<file path="src/rtl/watch_pkg.sv">
// -----------------------------------------------------------------------------
// watch_pkg
// Shared definitions for the watch timekeeping front end.
//   mode_t          : RUN / SET_H / SET_M / SET_S, encoded to match EDIT_FIELD
//   TIME_W          : width of the binary HOUR / MIN / SEC fields
//   HOUR_MAX, ...   : last legal value of each field
//   wrap_inc/dec    : single-field increment / decrement with wrap and no carry
// -----------------------------------------------------------------------------
package watch_pkg;

   localparam int TIME_W = 7;

   localparam logic [TIME_W-1:0] HOUR_MAX = 7'd23;
   localparam logic [TIME_W-1:0] MIN_MAX  = 7'd59;
   localparam logic [TIME_W-1:0] SEC_MAX  = 7'd59;

   typedef enum logic [1:0] {
      RUN   = 2'd0,
      SET_H = 2'd1,
      SET_M = 2'd2,
      SET_S = 2'd3
   } mode_t;

   // Anything at or above max wraps to zero, so a field can never escape its range.
   function automatic logic [TIME_W-1:0] wrap_inc(input logic [TIME_W-1:0] v,
                                                  input logic [TIME_W-1:0] max);
      return (v >= max) ? '0 : v + 7'd1;
   endfunction

   function automatic logic [TIME_W-1:0] wrap_dec(input logic [TIME_W-1:0] v,
                                                  input logic [TIME_W-1:0] max);
      return ((v == '0) || (v > max)) ? max : v - 7'd1;
   endfunction

endpackage

</file>
<file path="src/rtl/key_debounce.sv">
// -----------------------------------------------------------------------------
// key_debounce
// Synchronizes one raw push-button, filters bounce and emits a press strobe.
//   CLK, RESET : clock, asynchronous active-high reset
//   KEY_RAW    : raw asynchronous key, high = pressed
//   LEVEL      : accepted (debounced) key level
//   PRESS      : one-cycle strobe on a 0->1 change of LEVEL
// A new level is accepted after DEB_CYCLES consecutive synchronized samples at
// that value; PRESS follows one cycle later, DEB_CYCLES+2 edges after the first
// edge that samples the raw key high.
// -----------------------------------------------------------------------------
module key_debounce #(
   parameter int DEB_CYCLES = 20
) (
   input  logic CLK,
   input  logic RESET,
   input  logic KEY_RAW,
   output logic LEVEL,
   output logic PRESS
);

   localparam int               CNT_W    = (DEB_CYCLES > 1) ? $clog2(DEB_CYCLES) : 1;
   localparam logic [CNT_W-1:0] CNT_LAST = CNT_W'(DEB_CYCLES - 1);

   logic             sync_p0;
   logic             sync_p1;
   logic             level_r;
   logic             level_d;
   logic [CNT_W-1:0] stable_cnt;

   always_ff @(posedge CLK or posedge RESET) begin
      if (RESET) begin
         sync_p0    <= 1'b0;
         sync_p1    <= 1'b0;
         level_r    <= 1'b0;
         level_d    <= 1'b0;
         stable_cnt <= '0;
         PRESS      <= 1'b0;
      end else begin
         // synchronizer stage 0 -> stage 1
         sync_p0 <= KEY_RAW;
         sync_p1 <= sync_p0;

         // Any sample matching the current level restarts the count, so a
         // glitch shorter than DEB_CYCLES never reaches LEVEL.
         if (sync_p1 == level_r) begin
            stable_cnt <= '0;
         end else if (stable_cnt == CNT_LAST) begin
            level_r    <= sync_p1;
            stable_cnt <= '0;
         end else begin
            stable_cnt <= stable_cnt + CNT_W'(1);
         end

         // press strobe stage: rising edge of the accepted level only
         level_d <= level_r;
         PRESS   <= level_r & ~level_d;
      end
   end

   assign LEVEL = level_r;

endmodule

</file>
<file path="src/rtl/watch_time_keeper.sv">
// -----------------------------------------------------------------------------
// watch_time_keeper
// 24 h timekeeper with three-key time setting, feeding the LCD controller.
//   CLK, RESET          : clock, asynchronous active-high reset
//   KEY_MODE/UP/DOWN    : raw bouncy keys, high = pressed
//   HOUR, MIN, SEC      : binary time, 0..23 / 0..59 / 0..59
//   EDIT_FIELD          : 0 = RUN, 1 = hour, 2 = minute, 3 = second
//   BLINK               : flash enable for the edited field (1 in RUN)
//   SEC_PULSE           : one-cycle strobe when SEC advances from the tick
// -----------------------------------------------------------------------------
module watch_time_keeper
   import watch_pkg::*;
#(
   parameter int TICK_DIV   = 1000,
   parameter int DEB_CYCLES = 20,
   parameter int BLINK_DIV  = 250
) (
   input  logic              CLK,
   input  logic              RESET,
   input  logic              KEY_MODE,
   input  logic              KEY_UP,
   input  logic              KEY_DOWN,
   output logic [TIME_W-1:0] HOUR,
   output logic [TIME_W-1:0] MIN,
   output logic [TIME_W-1:0] SEC,
   output logic [1:0]        EDIT_FIELD,
   output logic              BLINK,
   output logic              SEC_PULSE
);

   localparam int               PRE_W    = $clog2(TICK_DIV);
   localparam logic [PRE_W-1:0] PRE_LAST = PRE_W'(TICK_DIV - 1);
   localparam int               BLK_W    = (BLINK_DIV > 1) ? $clog2(BLINK_DIV) : 1;
   localparam logic [BLK_W-1:0] BLK_LAST = BLK_W'(BLINK_DIV - 1);

   logic mode_press, up_press, down_press;
   logic unused_mode_level, unused_up_level, unused_down_level;

   mode_t            mode_q, mode_d;
   logic [PRE_W-1:0] pre_cnt;
   logic [BLK_W-1:0] blk_cnt;
   logic             tick;
   logic             edit_up, edit_dn;

   key_debounce #(.DEB_CYCLES(DEB_CYCLES)) u_deb_mode (
      .CLK(CLK), .RESET(RESET), .KEY_RAW(KEY_MODE),
      .LEVEL(unused_mode_level), .PRESS(mode_press)
   );

   key_debounce #(.DEB_CYCLES(DEB_CYCLES)) u_deb_up (
      .CLK(CLK), .RESET(RESET), .KEY_RAW(KEY_UP),
      .LEVEL(unused_up_level), .PRESS(up_press)
   );

   key_debounce #(.DEB_CYCLES(DEB_CYCLES)) u_deb_down (
      .CLK(CLK), .RESET(RESET), .KEY_RAW(KEY_DOWN),
      .LEVEL(unused_down_level), .PRESS(down_press)
   );

   // MODE has priority over edits; UP together with DOWN cancels out.
   always_comb begin
      mode_d  = mode_q;
      tick    = (mode_q == RUN) && (pre_cnt == PRE_LAST);
      edit_up = 1'b0;
      edit_dn = 1'b0;
      if (mode_press) begin
         case (mode_q)
            RUN:     mode_d = SET_H;
            SET_H:   mode_d = SET_M;
            SET_M:   mode_d = SET_S;
            SET_S:   mode_d = RUN;
            default: mode_d = RUN;
         endcase
      end else if (mode_q != RUN) begin
         edit_up = up_press & ~down_press;
         edit_dn = down_press & ~up_press;
      end
   end

   always_ff @(posedge CLK or posedge RESET) begin
      if (RESET) mode_q <= RUN;
      else       mode_q <= mode_d;
   end

   assign EDIT_FIELD = mode_q;

   // Prescaler sits at 0 outside RUN, so returning to RUN gives a full second.
   always_ff @(posedge CLK or posedge RESET) begin
      if (RESET) begin
         pre_cnt   <= '0;
         SEC_PULSE <= 1'b0;
      end else begin
         SEC_PULSE <= tick;
         if (mode_q != RUN || tick) pre_cnt <= '0;
         else                       pre_cnt <= pre_cnt + PRE_W'(1);
      end
   end

   // Whole carry chain resolves in one edge: 23:59:59 -> 00:00:00.
   always_ff @(posedge CLK or posedge RESET) begin
      if (RESET) begin
         HOUR <= '0;
         MIN  <= '0;
         SEC  <= '0;
      end else if (tick) begin
         SEC <= wrap_inc(SEC, SEC_MAX);
         if (SEC >= SEC_MAX) begin
            MIN <= wrap_inc(MIN, MIN_MAX);
            if (MIN >= MIN_MAX) HOUR <= wrap_inc(HOUR, HOUR_MAX);
         end
      end else if (edit_up) begin
         case (mode_q)
            SET_H:   HOUR <= wrap_inc(HOUR, HOUR_MAX);
            SET_M:   MIN  <= wrap_inc(MIN, MIN_MAX);
            SET_S:   SEC  <= wrap_inc(SEC, SEC_MAX);
            default: ;
         endcase
      end else if (edit_dn) begin
         case (mode_q)
            SET_H:   HOUR <= wrap_dec(HOUR, HOUR_MAX);
            SET_M:   MIN  <= wrap_dec(MIN, MIN_MAX);
            SET_S:   SEC  <= wrap_dec(SEC, SEC_MAX);
            default: ;
         endcase
      end
   end

   // Blink restarts high on every mode change or accepted edit so the new
   // value is visible immediately.
   always_ff @(posedge CLK or posedge RESET) begin
      if (RESET) begin
         blk_cnt <= '0;
         BLINK   <= 1'b1;
      end else if (mode_q == RUN || mode_press || edit_up || edit_dn) begin
         blk_cnt <= '0;
         BLINK   <= 1'b1;
      end else if (blk_cnt == BLK_LAST) begin
         blk_cnt <= '0;
         BLINK   <= ~BLINK;
      end else begin
         blk_cnt <= blk_cnt + BLK_W'(1);
      end
   end

endmodule
</file>
<file path="config.mk">
export PLATFORM = sky130hd
export DESIGN_NAME = watch_time_keeper
export DESIGN_NICKNAME = d
export VERILOG_FILES = /design/src/rtl/watch_pkg.sv /design/src/rtl/key_debounce.sv /design/src/rtl/watch_time_keeper.sv
export SDC_FILE = /design/constraint.sdc
export NUM_CORES = 1
export LEC_CHECK = 0
export CAP_MARGIN = 20
export CORE_AREA = 10 10 137 139
export CTS_BUF_LIST = sky130_fd_sc_hd__clkbuf_8
export DETAILED_ROUTE_END_ITERATION = 10
export DIE_AREA = 0 0 147 149
export GPL_TIMING_DRIVEN = 0
export HOLD_SLACK_MARGIN = 0.06
export SYNTH_ARGS = -nofsm -noshare
export SYNTH_HDL_FRONTEND = slang
export SYNTH_SLANG_ARGS = --single-unit
</file>
<file path="constraint.sdc">
create_clock -name CLK -period 2.75 [get_ports CLK]
set_clock_uncertainty 0.05 [all_clocks]
set_input_delay 0.55 -clock CLK [delete_from_list [all_inputs] [get_ports CLK]]
set_output_delay 0.55 -clock CLK [all_outputs]
set_load 0.02 [all_outputs]
</file>
==> parameters.txt, run 1 <==
Parameter                              Value

Detailed routing
  Via total after detailed routing    3167
  DR WL/cell    12.9 um
  Routed wire length    8.62 mm
  Via-to-Cell Ratio    4.73
  DRC violation count after routing    0
  Remaining antenna violation count    0
  1st-iter DRT viols    179
  Number of optimization iterations in the first detailed-route pass    4

Worst setup path
  Ordered cell list for the critical path    ha_1 > a211o_1 > a41oi_1 > o21ai_0 > o211ai_1 > a21oi_1 > a31oi_1
  Highest fanout seen on the critical path    8
  Arrival time reported for the critical path endpoint    2.76 ns
  Worst reg-to-reg path cell count    7
  Number of cells on the critical path    7
  Required time at the worst-slack endpoint    2.97 ns
  Crit-path slowest cell    dfrtp_1
  Crit-path max cell delay    0.49 ns
  Family with the most delay on the worst path    compound AO/OA/AOI/OAI gates
  Type of the worst setup path    register to register
  Bufs and invs on worst path    0
  Setup crit start kind    register
  Critical path endpoint category    register

Power
  Sw Pwr    0.508 mW
  Pint    1.51 mW
  Post-layout total power    2.01 mW
  Portion of total power attributed to sequential cells    57.6%
  Power density relative to cell area    430 nW/um^2
  Largest vdd supply drop    0.244 mV
  Switching portion of total power    25.2%
  Leakage power figure    1.91 nW
  Part of the total power dissipated in the clock network    37.6%
  Part of the power in combinational logic    4.8%

Yosys
  Count of flip-flops with a built-in enable after synthesis    0
  Library cell occupying the most area in the post-synthesis netlist    dfrtp_1
  Syn Inst Count    404
  Yosys top cell area share    46.1%
  Post-synthesis sequential area ratio    46.8%
  Yosys Warn Count    0
  Synthesized area per cell    9.67 um^2
  Mapped Area    3910 um^2
  Ys flop type    dfrtp_1
  Synth cell types    55
  FFs w/ async S/R, synth    100%
  Largest cells by area after synthesis    dfrtp_1, ha_1, nor2_1, xnor2_1, o21ai_0
  Net Count, Synth    428
  #FFs+latches synth    73

Global route
  Wire length of the first global-routing pass    14.7 mm
  Number of antenna violations at the first check in global routing    0
  Pin count of the biggest net entering global routing    38
  Congestion Overflow GR    0
  Vias in the first global route    3110
  All-layer global routing usage    7.97%

Die
  Full die area    21900 um^2
  Floorplan die height    149 um
  Initial core utilization    24.2%
  Number of placed I/O pins    30
  FP Rows    47
  Core area    16200 um^2
  Die width    147 um

Place
  Placed wire-length estimate after detailed placement    6.18 mm
  Cell count after placement    654
  Worst slack at placement    -0.0560 ns
  Port Buffers    29
  Area after DPL    4500 um^2
  Gpl congestion    0.835

Cells and area
  Filler cell count    1680
  Final std cells w/o fill    670
  Relative area change from synthesis to final layout    19.9%
  Layout Utilization    29.0%
  Share of layout cells above drive strength 1    9.33%
  Net count reported at finish    469
  Ant diodes    0
  Final standard cell area without fillers    4680 um^2

Timing
  Count of final setup violators    0
  Min Clock Period, post-route    2.54 ns
  Final Hold Slack    0.301 ns
  Tightest slew margin relative to the limit    42.6%
  Fmax    394 MHz
  Slew Viols, Final    0
  Number of endpoints with negative hold slack in the final report    0
  Unrepaired setup endpoints after global routing    false
  Worst Max-Slew Pin Slew    0.854 ns
  TNS Setup    0 ns
  Worst setup margin    0.210 ns
  Share of the clock period used by the worst path    92.4%

Clock tree
  TritonCTS clock tree    done
  Clock latency at the later pin of the worst-skew pair    0.36 ns
  Library cell used as clock root buffer    clkbuf_8
  Number of CTS-inserted buffers    9
  Clock sink count    73
  Count of hold buffers inserted by post-cts repair    0
  Total number of H-tree levels    3
  CTS max path bufs    2
  Post-CTS clock slew at the launch and capture registers of the worst setup and hold paths    0.08 ns

Min path
  Kind of path behind the tightest hold check    register to register
  Min-Delay Path Depth    0

Outcome
  Outcome    complete, no violations

Run
  Max-cap check violation count    0
[worst paths after layout]
path	from	end	slack (ns)
worst min register to register	u_deb_down.sync_p0$_DFF_PP0_	u_deb_down.sync_p1$_DFF_PP0_	0.30
worst min-delay path	u_deb_down.sync_p0$_DFF_PP0_	u_deb_down.sync_p1$_DFF_PP0_	0.30
worst max-delay path	MIN[0]$_DFFE_PP0P_	MIN[3]$_DFFE_PP0P_	0.21
max in group asynchronous	RESET	BLINK$_DFFE_PP1P_	1.52
worst max register to register	MIN[0]$_DFFE_PP0P_	MIN[3]$_DFFE_PP0P_	0.21
min in group asynchronous	RESET	u_deb_up.sync_p0$_DFF_PP0_	0.51
[per-layer routing]
metal	GRT usage (%)	vias up	part of all wire, %
li1	-	1528	-
met1	9.50	1511	44
met2	13.0	114	48
met3	2.91	14	6.6
met4	2.82	0	1.2
met5	0	-	0
[worst reg2reg max path, stage by stage (launching register included)]
cell and delay (ns):
dfrtp_1 0.49, ha_1 0.33, a211o_1 0.24, a41oi_1 0.42
o21ai_0 0.37, o211ai_1 0.28, a21oi_1 0.09, a31oi_1 0.18
[synth_stat cells, types with 3 or more instances]
| cell type | count |
|---|---|
| nor3b_1 | 7 |
| nor4_1 | 4 |
| dfrtp_1 | 72 |
| xnor2_1 | 18 |
| a31oi_1 | 9 |
| nand2_1 | 29 |
| a21oi_1 | 12 |
| o21ai_0 | 26 |
| nor3_1 | 17 |
| inv_1 | 20 |
| nor2b_1 | 9 |
| ha_1 | 19 |
| o31a_1 | 3 |
| mux2_2 | 5 |
| nand3_1 | 24 |
| o22a_1 | 4 |
| a211o_1 | 3 |
| o31ai_1 | 6 |
| or3_1 | 6 |
| nor2_1 | 44 |
| clkbuf_1 | 6 |
| a211oi_1 | 5 |
| xor2_1 | 9 |
| buf_2 | 5 |
[sequential cells by signal (all words and copies together) (netlist names), 5 cells and up]
| register | count |
|---|---|
| HOUR | 7 |
| MIN | 7 |
| SEC | 7 |
| blk_cnt | 8 |
| pre_cnt | 10 |
| u_deb_down.stable_cnt | 5 |
| u_deb_mode.stable_cnt | 5 |
| u_deb_up.stable_cnt | 5 |
[cell type report]
class,instances,area [um^2],area share [%]
Multi-Input combinational cell,296,1930,41.3
Sequential cell,73,1830,39.0
Timing Repair Buffer,30,310,6.62
Tap cell,220,275,5.88
Clock buffer,10,138,2.94
Inverter,21,82.6,1.76
Buffer,14,81.3,1.74
Clock inverter,6,36.3,0.775
[cells in the final DEF, fill, tap and decap left out, types with 2 or more instances in the layout]
master            n
xnor2_1          18
clkinv_2          2
o22a_1            4
mux2i_1           2
buf_2             5
a32oi_1           2
or3_1             6
nor3_1           17
a21o_1            2
o211ai_1          2
a22oi_1           2
nand3_1          24
nand2_1          29
nor3b_1           7
clkbuf_1          6
o31a_1            3
o21ai_0          26
nand4_1           2
a211o_1           3
buf_8             2
nor2b_1           9
a41oi_1           2
a32o_1            2
clkdlybuf4s50_1  29
xor2_1            9
mux2_2            5
a31oi_1           9
a211oi_1          5
nor4_1            4
clkbuf_8         10
a22o_1            2
clkinvlp_4        2
o41ai_1           2
a21oi_1          11
inv_1            21
ha_1             18
dfrtp_1          72
o31ai_1           6
nor2_1           43
[logic make-up after synthesis]
| family | synth area share (%) |
|---|---|
| DFF | 46.8 |
| muxes | 1.95 |
| buffers and inverters | 4.13 |
| xor gates and xnor gates | 6.05 |
| adders and majority gates | 6.08 |
| and+or+nand+nor | 18.8 |
| AOI/OAI and AO/OA | 16.2 |
[power groups by stage]
stage | clock network (mW) | registers, mW | logic (mW)
3_5_place_dp | 0 | 1.18 | 0.100
4_1_cts | 0.802 | 1.16 | 0.100
5_1_grt | 0.827 | 1.17 | 0.114
6_report | 0.758 | 1.16 | 0.0960
2_1_floorplan | 0 | 1.17 | 0.0732
3_3_place_gp | 0 | 1.18 | 0.0908
[what timing repair did]
| item | in CTS | in global routing |
|---|---|---|
| endpoints found under the setup margin | 3 | 10 |
| gates resized for setup | 2 | 2 |
| buffers inserted | 0 | 0 |
No activity file was read; power rests on OpenSTA's default activity.
==> run 2: changes to the inputs <==
--- a/config.mk
+++ b/config.mk
@@ -5,11 +5,13 @@
 export SDC_FILE = /design/constraint.sdc
 export NUM_CORES = 1
 export LEC_CHECK = 0
+export ABC_AREA = 0
 export CAP_MARGIN = 20
 export CORE_AREA = 10 10 137 139
 export CTS_BUF_LIST = sky130_fd_sc_hd__clkbuf_8
 export DETAILED_ROUTE_END_ITERATION = 10
 export DIE_AREA = 0 0 147 149
+export GPL_ROUTABILITY_DRIVEN = 0
 export GPL_TIMING_DRIVEN = 0
 export HOLD_SLACK_MARGIN = 0.06
 export SYNTH_ARGS = -nofsm -noshare
==> results of run 2 <==
Same layout as run 1: the final DEF is identical, and so are final timing and power.
